### src/rtl/ctrl_pipe_unit.sv
// ctrl_pipe_unit: control path of the 5-stage RV32I core.
// Decodes the ID instruction into a 12-bit control bundle and carries it through
// the ID/EX, EX/MEM and MEM/WB control registers. It also handles load-use stalls,
// redirect flushes and memory holds, and keeps saturating stall/flush counters.
module ctrl_pipe_unit #(
    parameter bit          EXT_EN = 1'b1,
    parameter int unsigned CNT_W  = 16,
    parameter int unsigned CTRL_W = 12
) (
    input  logic              clk,
    input  logic              rst_n,
    input  logic [31:0]       if_id_inst,
    input  logic              if_id_valid,
    input  logic              ex_redirect,
    input  logic              mem_hold,
    output logic              stall_o,
    output logic              flush_o,
    output logic              illegal_o,
    output logic [CTRL_W-1:0] id_ex_ctrl,
    output logic [CTRL_W-1:0] ex_mem_ctrl,
    output logic [CTRL_W-1:0] mem_wb_ctrl,
    output logic              id_ex_valid,
    output logic              ex_mem_valid,
    output logic              mem_wb_valid,
    output logic [4:0]        id_ex_rs1,
    output logic [4:0]        id_ex_rs2,
    output logic [4:0]        id_ex_rd,
    output logic [4:0]        ex_mem_rd,
    output logic [4:0]        mem_wb_rd,
    output logic [CNT_W-1:0]  stall_cnt,
    output logic [CNT_W-1:0]  flush_cnt
);

    localparam logic [6:0] OP_R     = 7'b0110011;
    localparam logic [6:0] OP_LOAD  = 7'b0000011;
    localparam logic [6:0] OP_IALU  = 7'b0010011;
    localparam logic [6:0] OP_STORE = 7'b0100011;
    localparam logic [6:0] OP_BR    = 7'b1100011;
    localparam logic [6:0] OP_JAL   = 7'b1101111;
    localparam logic [6:0] OP_JALR  = 7'b1100111;
    localparam logic [6:0] OP_LUI   = 7'b0110111;
    localparam logic [6:0] OP_AUIPC = 7'b0010111;

    // Returns {known, bundle}; unknown opcodes give an all-zero bundle.
    function automatic logic [CTRL_W:0] decode(input logic [6:0] op);
        logic [CTRL_W-1:0] c;
        logic              k;
        c = '0;
        k = 1'b1;
        case (op)
            OP_R:     begin c[7] = 1'b1; c[1:0] = 2'b10; end
            OP_LOAD:  begin c[3] = 1'b1; c[4] = 1'b1; c[6] = 1'b1; c[7] = 1'b1; end
            OP_IALU:  begin c[6] = 1'b1; c[7] = 1'b1; c[1:0] = 2'b10; end
            OP_STORE: begin c[5] = 1'b1; c[6] = 1'b1; end
            OP_BR:    begin c[2] = 1'b1; c[1:0] = 2'b01; end
            OP_JAL: begin
                if (EXT_EN) begin c[8] = 1'b1; c[7] = 1'b1; end
                else        k = 1'b0;
            end
            OP_JALR: begin
                if (EXT_EN) begin c[9] = 1'b1; c[6] = 1'b1; c[7] = 1'b1; end
                else        k = 1'b0;
            end
            OP_LUI: begin
                if (EXT_EN) begin c[10] = 1'b1; c[6] = 1'b1; c[7] = 1'b1; end
                else        k = 1'b0;
            end
            OP_AUIPC: begin
                if (EXT_EN) begin c[11] = 1'b1; c[6] = 1'b1; c[7] = 1'b1; end
                else        k = 1'b0;
            end
            default: k = 1'b0;
        endcase
        return {k, c};
    endfunction

    // Saturating increment: parks at all-ones instead of wrapping.
    function automatic logic [CNT_W-1:0] sat_inc(input logic [CNT_W-1:0] v);
        if (&v) return v;
        else    return v + CNT_W'(1);
    endfunction

    logic [CTRL_W-1:0] id_ex_ctrl_q, id_ex_ctrl_d;
    logic [CTRL_W-1:0] ex_mem_ctrl_q, ex_mem_ctrl_d;
    logic [CTRL_W-1:0] mem_wb_ctrl_q, mem_wb_ctrl_d;
    logic              id_ex_valid_q, id_ex_valid_d;
    logic              ex_mem_valid_q, ex_mem_valid_d;
    logic              mem_wb_valid_q, mem_wb_valid_d;
    logic [4:0]        id_ex_rs1_q, id_ex_rs1_d;
    logic [4:0]        id_ex_rs2_q, id_ex_rs2_d;
    logic [4:0]        id_ex_rd_q, id_ex_rd_d;
    logic [4:0]        ex_mem_rd_q, ex_mem_rd_d;
    logic [4:0]        mem_wb_rd_q, mem_wb_rd_d;
    logic [CNT_W-1:0]  stall_cnt_q, stall_cnt_d;
    logic [CNT_W-1:0]  flush_cnt_q, flush_cnt_d;

    logic [CTRL_W:0]   dec_s;
    logic [CTRL_W-1:0] dec_ctrl_s;
    logic              known_s;
    logic [6:0]        opcode_s;
    logic [4:0]        rs1_s, rs2_s, rd_s;
    logic              rs1_used_s, rs2_used_s;
    logic              hazard_s;
    logic              unused_s;

    assign opcode_s   = if_id_inst[6:0];
    assign rd_s       = if_id_inst[11:7];
    assign rs1_s      = if_id_inst[19:15];
    assign rs2_s      = if_id_inst[24:20];
    assign dec_s      = decode(opcode_s);
    assign known_s    = dec_s[CTRL_W];
    assign dec_ctrl_s = if_id_valid ? dec_s[CTRL_W-1:0] : '0;
    assign unused_s   = ^{if_id_inst[31:25], if_id_inst[14:12]};

    // Which source registers the ID instruction actually reads.
    always_comb begin
        rs1_used_s = 1'b0;
        rs2_used_s = 1'b0;
        case (opcode_s)
            OP_R, OP_STORE, OP_BR: begin rs1_used_s = 1'b1; rs2_used_s = 1'b1; end
            OP_LOAD, OP_IALU:      rs1_used_s = 1'b1;
            OP_JALR:               rs1_used_s = EXT_EN;
            default:               begin rs1_used_s = 1'b0; rs2_used_s = 1'b0; end
        endcase
    end

    assign hazard_s = if_id_valid & id_ex_valid_q & id_ex_ctrl_q[3] & (id_ex_rd_q != 5'd0) &
                      ((rs1_used_s & (rs1_s == id_ex_rd_q)) |
                       (rs2_used_s & (rs2_s == id_ex_rd_q)));

    assign illegal_o = if_id_valid & ~known_s;
    assign flush_o   = ex_redirect & ~mem_hold;
    assign stall_o   = mem_hold | (~ex_redirect & hazard_s);

    // Next-state selection: hold > redirect bubble > hazard bubble > normal issue.
    always_comb begin
        id_ex_ctrl_d   = id_ex_ctrl_q;
        id_ex_valid_d  = id_ex_valid_q;
        id_ex_rs1_d    = id_ex_rs1_q;
        id_ex_rs2_d    = id_ex_rs2_q;
        id_ex_rd_d     = id_ex_rd_q;
        ex_mem_ctrl_d  = ex_mem_ctrl_q;
        ex_mem_valid_d = ex_mem_valid_q;
        ex_mem_rd_d    = ex_mem_rd_q;
        mem_wb_ctrl_d  = mem_wb_ctrl_q;
        mem_wb_valid_d = mem_wb_valid_q;
        mem_wb_rd_d    = mem_wb_rd_q;
        stall_cnt_d    = stall_cnt_q;
        flush_cnt_d    = flush_cnt_q;
        if (!mem_hold) begin
            ex_mem_ctrl_d  = id_ex_ctrl_q;
            ex_mem_valid_d = id_ex_valid_q;
            ex_mem_rd_d    = id_ex_rd_q;
            mem_wb_ctrl_d  = ex_mem_ctrl_q;
            mem_wb_valid_d = ex_mem_valid_q;
            mem_wb_rd_d    = ex_mem_rd_q;
            if (ex_redirect || hazard_s) begin
                id_ex_ctrl_d  = '0;
                id_ex_valid_d = 1'b0;
                id_ex_rs1_d   = 5'd0;
                id_ex_rs2_d   = 5'd0;
                id_ex_rd_d    = 5'd0;
                if (ex_redirect) flush_cnt_d = sat_inc(flush_cnt_q);
                else             stall_cnt_d = sat_inc(stall_cnt_q);
            end else begin
                id_ex_ctrl_d  = dec_ctrl_s;
                id_ex_valid_d = if_id_valid;
                id_ex_rs1_d   = rs1_s;
                id_ex_rs2_d   = rs2_s;
                id_ex_rd_d    = rd_s;
            end
        end else begin
            stall_cnt_d = stall_cnt_q;
            flush_cnt_d = flush_cnt_q;
        end
    end

    // Pipeline control registers and counters with synchronous active-low reset.
    always_ff @(posedge clk) begin
        if (!rst_n) begin
            id_ex_ctrl_q   <= '0;
            ex_mem_ctrl_q  <= '0;
            mem_wb_ctrl_q  <= '0;
            id_ex_valid_q  <= 1'b0;
            ex_mem_valid_q <= 1'b0;
            mem_wb_valid_q <= 1'b0;
            id_ex_rs1_q    <= 5'd0;
            id_ex_rs2_q    <= 5'd0;
            id_ex_rd_q     <= 5'd0;
            ex_mem_rd_q    <= 5'd0;
            mem_wb_rd_q    <= 5'd0;
            stall_cnt_q    <= '0;
            flush_cnt_q    <= '0;
        end else begin
            id_ex_ctrl_q   <= id_ex_ctrl_d;
            ex_mem_ctrl_q  <= ex_mem_ctrl_d;
            mem_wb_ctrl_q  <= mem_wb_ctrl_d;
            id_ex_valid_q  <= id_ex_valid_d;
            ex_mem_valid_q <= ex_mem_valid_d;
            mem_wb_valid_q <= mem_wb_valid_d;
            id_ex_rs1_q    <= id_ex_rs1_d;
            id_ex_rs2_q    <= id_ex_rs2_d;
            id_ex_rd_q     <= id_ex_rd_d;
            ex_mem_rd_q    <= ex_mem_rd_d;
            mem_wb_rd_q    <= mem_wb_rd_d;
            stall_cnt_q    <= stall_cnt_d;
            flush_cnt_q    <= flush_cnt_d;
        end
    end

    assign id_ex_ctrl   = id_ex_ctrl_q;
    assign ex_mem_ctrl  = ex_mem_ctrl_q;
    assign mem_wb_ctrl  = mem_wb_ctrl_q;
    assign id_ex_valid  = id_ex_valid_q;
    assign ex_mem_valid = ex_mem_valid_q;
    assign mem_wb_valid = mem_wb_valid_q;
    assign id_ex_rs1    = id_ex_rs1_q;
    assign id_ex_rs2    = id_ex_rs2_q;
    assign id_ex_rd     = id_ex_rd_q;
    assign ex_mem_rd    = ex_mem_rd_q;
    assign mem_wb_rd    = mem_wb_rd_q;
    assign stall_cnt    = stall_cnt_q;
    assign flush_cnt    = flush_cnt_q;

endmodule

### config.mk
export PLATFORM = sky130hd
export DESIGN_NAME = ctrl_pipe_unit
export DESIGN_NICKNAME = d
export VERILOG_FILES = /design/src/rtl/ctrl_pipe_unit.sv
export SDC_FILE = /design/constraint.sdc
export NUM_CORES = 1
export LEC_CHECK = 0
export CORE_MARGIN = 2
export CORE_UTILIZATION = 45
export CTS_BUF_LIST = sky130_fd_sc_hd__clkbuf_8 sky130_fd_sc_hd__clkbuf_16
export CTS_CLUSTER_SIZE = 30
export DETAILED_ROUTE_END_ITERATION = 8
export PLACE_DENSITY = 0.79
export SLEW_MARGIN = 20
export SYNTH_ARGS = -nofsm -noshare
export SYNTH_HDL_FRONTEND = slang
export SYNTH_SLANG_ARGS = --single-unit
export TNS_END_PERCENT = 50
### constraint.sdc
create_clock -name clk -period 2.4 [get_ports clk]
set_input_delay 0.48 -clock clk [delete_from_list [all_inputs] [get_ports clk]]
set_output_delay 0.48 -clock clk [all_outputs]
set_load 0.005 [all_outputs]
==> impl_summary.log, run 1 <==
[metrics] Max-cap violations: 0
[metrics] Post-synth EDFFs: 0
[metrics] count of port buffers added during placement: 125
[metrics] boundary pin count: 136
[metrics] post-route total power: 2.786 mW
[metrics] average footprint of a synthesized cell: 9.827 um^2
[metrics] number of DRC violations after detailed-routing iteration 0: 108
[metrics] pin count of the biggest net entering global routing: 45
[metrics] GRT Residual Overflow: 0
[metrics] clock buffers created by TritonCTS: 9
[metrics] final hold violations: 0
[metrics] ratio of routed vias to standard cells: 5.209
[metrics] maximum fanout encountered on the critical timing path: 7
[metrics] synth-to-layout area growth: 41.85%
[metrics] final worst-path cycle share: 96.90%
[metrics] data required time at the worst endpoint: 1920 ps
[metrics] number of H-tree levels: 3
[metrics] share of layout cells above drive strength 1: 11.52%
[metrics] max-slew violations: 0
[metrics] top flip-flop cell by instance count after synthesis: sky130_fd_sc_hd__dfxtp_1
[metrics] sum of negative setup slack: 0 ps
[metrics] kind of critical path: in2out
[metrics] all-layer global routing usage: 20.23%
[metrics] Routed Antenna Nets: 0
[metrics] largest buffer count on any clock path: 2
[metrics] synthesized netlist net count: 443
[metrics] root buffer cell: sky130_fd_sc_hd__clkbuf_8
[metrics] Worst VDD drop: 0.2624 mV
[metrics] Layout Cells excl Fill: 655
[metrics] nets: 581
[metrics] highest clock rate: 0.4300 GHz
[metrics] clock tree from TritonCTS: done
[metrics] starting density of the core: 45.97%
[metrics] die footprint: 9589 um^2
[metrics] CP startpoint kind: input port
[metrics] Placer Congestion: 0.8608
[metrics] class of the tightest hold or removal check: in2reg
[metrics] Detail Placement HPWL: 7088 um
[metrics] source-to-sink clock delay at the later pin of the worst-skew pair: 350 ps
[metrics] core region area: 8636 um^2
[metrics] overall die width: 97.93 um
[metrics] outcome: finished, final reports clean
[metrics] commonest cells after routing, fill and taps aside: sky130_fd_sc_hd__clkdlybuf4s50_1, sky130_fd_sc_hd__dfxtp_1, sky130_fd_sc_hd__nor2b_1, sky130_fd_sc_hd__mux2i_1, sky130_fd_sc_hd__buf_4
[metrics] Diodes inserted: 0
[metrics] worst slew slack as a fraction of its limit: 64.22%
[metrics] min Tclk post-route: 2326 ps
[metrics] vias in the first global route: 3401
[metrics] first-pass GRT wire length: 16100 um
[metrics] cell area after technology mapping: 3970 um^2
[metrics] synth warn: 0
[metrics] average wire length per cell after detail routing: 14.85 um
[metrics] static leakage: 2.211 nW
[metrics] first-pass iteration count of the detailed router: 4
[metrics] die span in y: 97.93 um
[metrics] clock tree skew after final layout: 9.115 ps
[metrics] fraction of synthesis flops using an asynchronous set or reset pin: 0%
[metrics] final design utilization: 65.21%
[metrics] number of cell rows: 34
[metrics] data arrival time of the worst path: 1850 ps
[metrics] number of vias in the routed layout: 3412
[metrics] count of mapped cells out of synthesis: 404
[metrics] worst-case hold slack: 410.3 ps
[metrics] post-synthesis sequential element count: 90
[metrics] DR DRC count: 0
[metrics] number of antenna violations at the first check in global routing: 0
[metrics] part of the Yosys area used for sequential elements: 45.38%
[metrics] clock slew at reported path FFs: 90 ps
[metrics] most frequent standard cell in the layout excluding fill and tap cells: sky130_fd_sc_hd__clkdlybuf4s50_1
[metrics] Placed Cells incl. Taps: 636
[metrics] sinks on the clock net: 90
[metrics] unique cell type count in the Yosys netlist: 54
[metrics] transition at the pin with the smallest max-transition slack: 536.7 ps
[metrics] Setup Viol. Count Final: 0
[metrics] power density normalized to cell area: 494.6 nW/um^2
[metrics] sum of routed wire length over all layers: 9727 um
[metrics] kind of capture point of the worst setup path: output port
## metrics by stage
step,cell area [um^2],worst slack [ps]
after floorplan,3970,444.3
after global placement,5394,-450.9
after detailed placement,5394,-468.2
after CTS,5603,4.356
after global routing,5632,-4.685
final,5632,74.42
## critical path: stages
cell and delay, ps:
sky130_fd_sc_hd__clkdlybuf4s50_1 510, sky130_fd_sc_hd__buf_6 140, sky130_fd_sc_hd__nor2_1 40, sky130_fd_sc_hd__o21ai_1 130, sky130_fd_sc_hd__a21oi_1 110, sky130_fd_sc_hd__nor3b_2 210
sky130_fd_sc_hd__clkdlybuf4s15_2 230
## cell usage after synthesis (8+ instances only)
cell type / count / area share [%]
sky130_fd_sc_hd__dfxtp_1: 90 / 45
sky130_fd_sc_hd__mux2i_1: 36 / 9.1
sky130_fd_sc_hd__nor2b_1: 36 / 5.7
sky130_fd_sc_hd__nand2_1: 29 / 2.7
sky130_fd_sc_hd__a22o_1: 18 / 4.0
sky130_fd_sc_hd__and2_1: 18 / 2.8
sky130_fd_sc_hd__xnor2_1: 18 / 4.0
sky130_fd_sc_hd__nand3_1: 16 / 2.0
sky130_fd_sc_hd__nor2_1: 13 / 1.2
sky130_fd_sc_hd__clkbuf_1: 12 / 1.1
sky130_fd_sc_hd__nand4_1: 11 / 1.7
sky130_fd_sc_hd__xor2_1: 10 / 2.2
sky130_fd_sc_hd__o21ai_0: 8 / 1.0
## registers in the layout, indices dropped and copies added (netlist names)
signal / flops
ex_mem_valid: 1
mem_wb_valid: 1
id_ex_rd: 5
id_ex_ctrl: 10
mem_wb_ctrl: 10
id_ex_rs1: 5
ex_mem_rd: 5
ex_mem_ctrl: 10
id_ex_valid: 1
id_ex_rs2: 5
flush_cnt: 16
stall_cnt: 16
mem_wb_rd: 5
## power breakdown
part | internal [mW] | total, mW | leakage, nW | switching, mW
Clock | 0.482 | 1.02 | 0.101 | 0.537
Sequential | 1.51 | 1.52 | 0.728 | 0.0161
Combinational | 0.137 | 0.242 | 1.38 | 0.104
Total | 2.13 | 2.79 | 2.21 | 0.658
## path summary, 6_finish.rpt
kind / start / to / slack [ps] / cells past startpoint
worst max-delay path: if_id_inst[5] / illegal_o / 70 / 7
worst min-delay path: if_id_inst[24] / id_ex_rs2[4]$_SDFFE_PN0N_ / 410 / 2
worst max register to register: stall_cnt[1]$_SDFFE_PN0P_ / stall_cnt[1]$_SDFFE_PN0P_ / 140 / 8
worst min register to register: id_ex_rs1[2]$_SDFFE_PN0N_ / id_ex_rs1[2]$_SDFFE_PN0N_ / 490 / 1
## layout make-up
class	instances	area, um^2
flip-flops and latches	90	1804
inverters	3	11.26
clock buffers	9	123.9
repair buffers	155	1479
well taps	108	135.1
clock inverters	7	68.82
fillers	709	3004
multi-input cells	283	2009
## cells by family (layout without fill, tap and decap cells)
logic type	count (synthesis)	in the layout	synth area share, %
buffers and inverters	31	174	4.191
muxes	36	36	9.077
adders and majority gates	2	2	0.6302
DFF	90	90	45.38
AOI/OAI and AO/OA	53	53	10.49
xor gates and xnor gates	28	28	6.177
and+or+nand+nor	164	164	24.05
## timing repair
item                       in CTS  in global routing
setup endpoints to repair       2                  4
pin swaps                       4                  5
hold buffers                    0                  0
cloned                          0                  0
buffers inserted                2                  1
resized for setup              11                 10
## metal layers
metal	wire length [um]	up-vias	global-route usage [%]
met2	4475	128	32.35
met5	0	-	0
met4	114	0	5.556
li1	-	1691	-
met3	793	11	6.084
met1	4343	1582	26.69
Power figures use the tool's default switching activity.
==> run 2, diff against run 1 <==
CORE_UTILIZATION = 30   (was 45)
GPL_ROUTABILITY_DRIVEN = 0   (was not set)
PLACE_DENSITY = not set   (was 0.79)
==> run 2 against run 1 <==
  * Critical path depth unchanged
  * Register-to-register slack improved by 60 ps
  * Die area grew 48%
  * First-iteration DRC count rose by 87%
  * Highest routed layer unchanged
==> impl_summary.log, run 2 (synthesized netlist as in run 1, its figures left out) <==
[metrics] Max-cap violations: 0 (unchanged)
[metrics] reg-to-reg critical path endpoint: id_ex_ctrl[8]$_SDFFE_PN0N_
[metrics] final hold violations: 0 (unchanged)
[metrics] average wire length per cell after detail routing: 14.28 um (-3.8%)
[metrics] Placed Cells incl. Taps: 712 (+12%)
[metrics] data arrival time of the worst path: 1850 ps (about the same)
[metrics] all-layer global routing usage: 14.75% (-5.5 points)
[metrics] first-pass iteration count of the detailed router: 4 (unchanged)
[metrics] crit path buf inv count: 2 (-1)
[metrics] root buffer cell: sky130_fd_sc_hd__clkbuf_16
[metrics] Diodes inserted: 0 (unchanged)
[metrics] cell internal pwr: 2.572 mW (+21%)
[metrics] Worst VDD drop: 0.3229 mV (+23%)
[metrics] grt met1 use: 19.93% (-6.8 points)
[metrics] core region area: 13090 um^2 (+52%)
[metrics] post-route total power: 3.319 mW (+19%)
[metrics] count of port buffers added during placement: 125 (unchanged)
[metrics] DR DRC count: 0 (unchanged)
[metrics] FF-to-FF setup slack: 200 ps (+60 ps)
[metrics] overall die width: 119.0 um (+22%)
[metrics] PnR worst setup slack: 72.35 ps (-2.072 ps)
[metrics] power density normalized to cell area: 561.2 nW/um^2 (+13%)
[metrics] number of cell rows: 42 (+24%)
[metrics] number of DRC violations after detailed-routing iteration 0: 202 (+87%)
[metrics] kind of critical path: in2out
[metrics] share of total power consumed by net switching: 22.51% (-1.1 points)
[metrics] Routed Antenna Nets: 0 (unchanged)
[metrics] pin count of the biggest net entering global routing: 41 (-8.9%)
[metrics] ratio of routed vias to standard cells: 4.733 (-9.1%)
[metrics] vias in the first global route: 3305 (-2.8%)
[metrics] number of logic stages on the critical path including buffering: 7 (unchanged)
[metrics] worst slew slack as a fraction of its limit: 62.14% (-2.1 points)
[metrics] Critical Path Source: if_id_inst[6]
[metrics] die span in y: 119.0 um (+22%)
[metrics] sequential share of power: 45.9% (-8.8 points)
[metrics] sum of negative setup slack: 0 ps (unchanged)
[metrics] combinational cell fraction of total power: 7.6% (-1.1 points)
[metrics] Layout Cells excl Fill: 731 (+12%)
[metrics] transition at the pin with the smallest max-transition slack: 567.9 ps (+31.14 ps)
[metrics] clock slew at reported path FFs: 70 ps (-20 ps)
[metrics] critical path, cell by cell: clkdlybuf4s50_1 -> nand3b_1 -> o21a_1 -> nor3_2 -> nand2_2 -> o21bai_1 -> buf_2
[metrics] kind of capture point of the worst setup path: output port
[metrics] worst-case hold slack: 432.0 ps (+21.65 ps)
[metrics] synth-to-layout area growth: 48.98%
[metrics] routing usage on met3: 3.496% (-2.6 points)
[metrics] CP startpoint kind: input port
[metrics] source-to-sink clock delay at the later pin of the worst-skew pair: 340 ps (about the same)
[metrics] GRT Residual Overflow: 0 (unchanged)
[metrics] worst setup path endpoint: stall_o
[metrics] sum of routed wire length over all layers: 10440 um (+7.3%)
[metrics] number of vias in the routed layout: 3460 (+1.4%)
[metrics] family of cells with the greatest summed delay on the critical path: buffers and inverters
[metrics] sinks on the clock net: 90 (unchanged)
[metrics] boundary pin count: 136 (unchanged)
[metrics] clock tree skew after final layout: 6.152 ps (-2.963 ps)
[metrics] met2 global-route usage: 23.13% (-9.2 points)
[metrics] clock buffers created by TritonCTS: 9 (unchanged)
[metrics] class of the tightest hold or removal check: in2reg
[metrics] die footprint: 14170 um^2 (+48%)
[metrics] static leakage: 2.305 nW (+4.3%)
[metrics] slowest CP cell: sky130_fd_sc_hd__clkdlybuf4s50_1
[metrics] maximum fanout encountered on the critical timing path: 4 (-3)
[metrics] nets: 589 (+1.4%)
[metrics] Setup Viol. Count Final: 0 (unchanged)
[metrics] RSZ-0062 raised after global routing: yes
[metrics] clock tree from TritonCTS: done
[metrics] number of antenna violations at the first check in global routing: 0 (unchanged)
[metrics] outcome: finished, final reports clean
[metrics] quantity of hold-fixing buffers added after cts: 0 (unchanged)
[metrics] Switching Power: 0.7472 mW (+14%)
[metrics] most utilized layer in the global route result: met2
[metrics] min Tclk post-route: 2328 ps (+2.072 ps)
[metrics] highest clock rate: 0.4296 GHz (about the same)
[metrics] most frequent standard cell in the layout excluding fill and tap cells: sky130_fd_sc_hd__clkdlybuf4s50_1
[metrics] Max stage delay on crit path: 530 ps (+20 ps)
[metrics] share of layout cells above drive strength 1: 12.61% (+1.1 points)
[metrics] starting density of the core: 30.34% (-16 points)
[metrics] number of H-tree levels: 3 (unchanged)
[metrics] Critical R2R Launch: id_ex_rd[2]$_SDFFE_PN0N_
[metrics] Detail Placement HPWL: 7590 um (+7.1%)
[metrics] relative contribution of the clock network to total power: 46.5% (+9.9 points)
[metrics] data required time at the worst endpoint: 1920 ps (about the same)
[metrics] minimum setup slack after placement: -493.7 ps (-25.46 ps)
[metrics] first-pass GRT wire length: 16820 um (+4.5%)
[metrics] largest buffer count on any clock path: 2 (unchanged)
[metrics] max-slew violations: 0 (unchanged)
[metrics] worst-case reg-to-reg path depth: 9 (+1)
[metrics] final worst-path cycle share: 96.99% (about the same)
[metrics] commonest cells after routing, fill and taps aside: sky130_fd_sc_hd__clkdlybuf4s50_1, sky130_fd_sc_hd__dfxtp_1, sky130_fd_sc_hd__buf_4
[run 2: cell count changes in the layout (fill, tap and decap cells not counted), moves of 2 or more]
cell                        delta
sky130_fd_sc_hd__buf_4         +8
sky130_fd_sc_hd__dfxtp_1       +2
sky130_fd_sc_hd__clkbuf_16     +9
sky130_fd_sc_hd__clkinv_4      +2
sky130_fd_sc_hd__clkinv_2      -2
sky130_fd_sc_hd__dfxtp_2       -2
sky130_fd_sc_hd__clkbuf_8      -9
[run 2: area by class of cell]
type                    count  area [um^2]
clock buffers               9        225.2
clock inverters             7        101.3
fillers                  1261         7171
inverters                   3        11.26
multi-input cells         283         2017
flip-flops and latches     90         1802
well taps                 176        220.2
repair buffers            163         1538
[run 2: worst min path at each step]
stage | start | end | slack (ps) | cells past startpoint
2_1_floorplan | id_ex_ctrl[5]$_SDFFE_PN0N_ | id_ex_ctrl[5]$_SDFFE_PN0N_ | 460 | 2
3_3_place_gp | id_ex_rs2[1]$_SDFFE_PN0N_ | id_ex_rs2[1]$_SDFFE_PN0N_ | 470 | 1
3_5_place_dp | id_ex_rs1[4]$_SDFFE_PN0N_ | id_ex_rs1[4]$_SDFFE_PN0N_ | 460 | 1
4_1_cts | id_ex_rs1[0]$_SDFFE_PN0N_ | id_ex_rs1[0]$_SDFFE_PN0N_ | 490 | 1
5_1_grt | if_id_inst[20] | id_ex_rs2[0]$_SDFFE_PN0N_ | 430 | 2
6_report | if_id_inst[20] | id_ex_rs2[0]$_SDFFE_PN0N_ | 430 | 2
[run 2: through the flow]
stage          util [%]  cell area (um^2)
6_report          45.20              5914
5_1_grt           45.20              5914
4_1_cts           45.00              5888
3_5_place_dp      42.33              5539
3_3_place_gp      42.33              5539
2_1_floorplan         -              3970
[run 2: per-layer routing]
| metal | share of wire, % | routed length (um) | vias up |
|---|---|---|---|
| met4 | 1.2 | 129 | 0 |
| li1 | - | - | 1716 |
| met5 | 0 | 0 | - |
| met3 | 4.7 | 487 | 9 |
| met1 | 48 | 4981 | 1645 |
| met2 | 46 | 4841 | 90 |
[run 2: power groups by stage]
stage                     clock network [mW]  registers, mW  logic (mW)
after floorplan                            0           1.56       0.117
after global placement                     0           1.56       0.252
after detailed placement                   0           1.56       0.255
after CTS                               1.58           1.52       0.255
after global routing                    1.64           1.53       0.273
final                                   1.54           1.52       0.252
[run 2: repair_timing]
action / CTS / global route
pin swaps: 5 / 6
resized for setup: 12 / 8
buffers inserted: 3 / 0
setup endpoints to repair: 2 / 4
==> run 3, diff against run 2 <==
GPL_ROUTABILITY_DRIVEN = not set   (was 0)
==> results of run 3 <==
No change in the layout: final DEF, timing and power equal those of run 2.
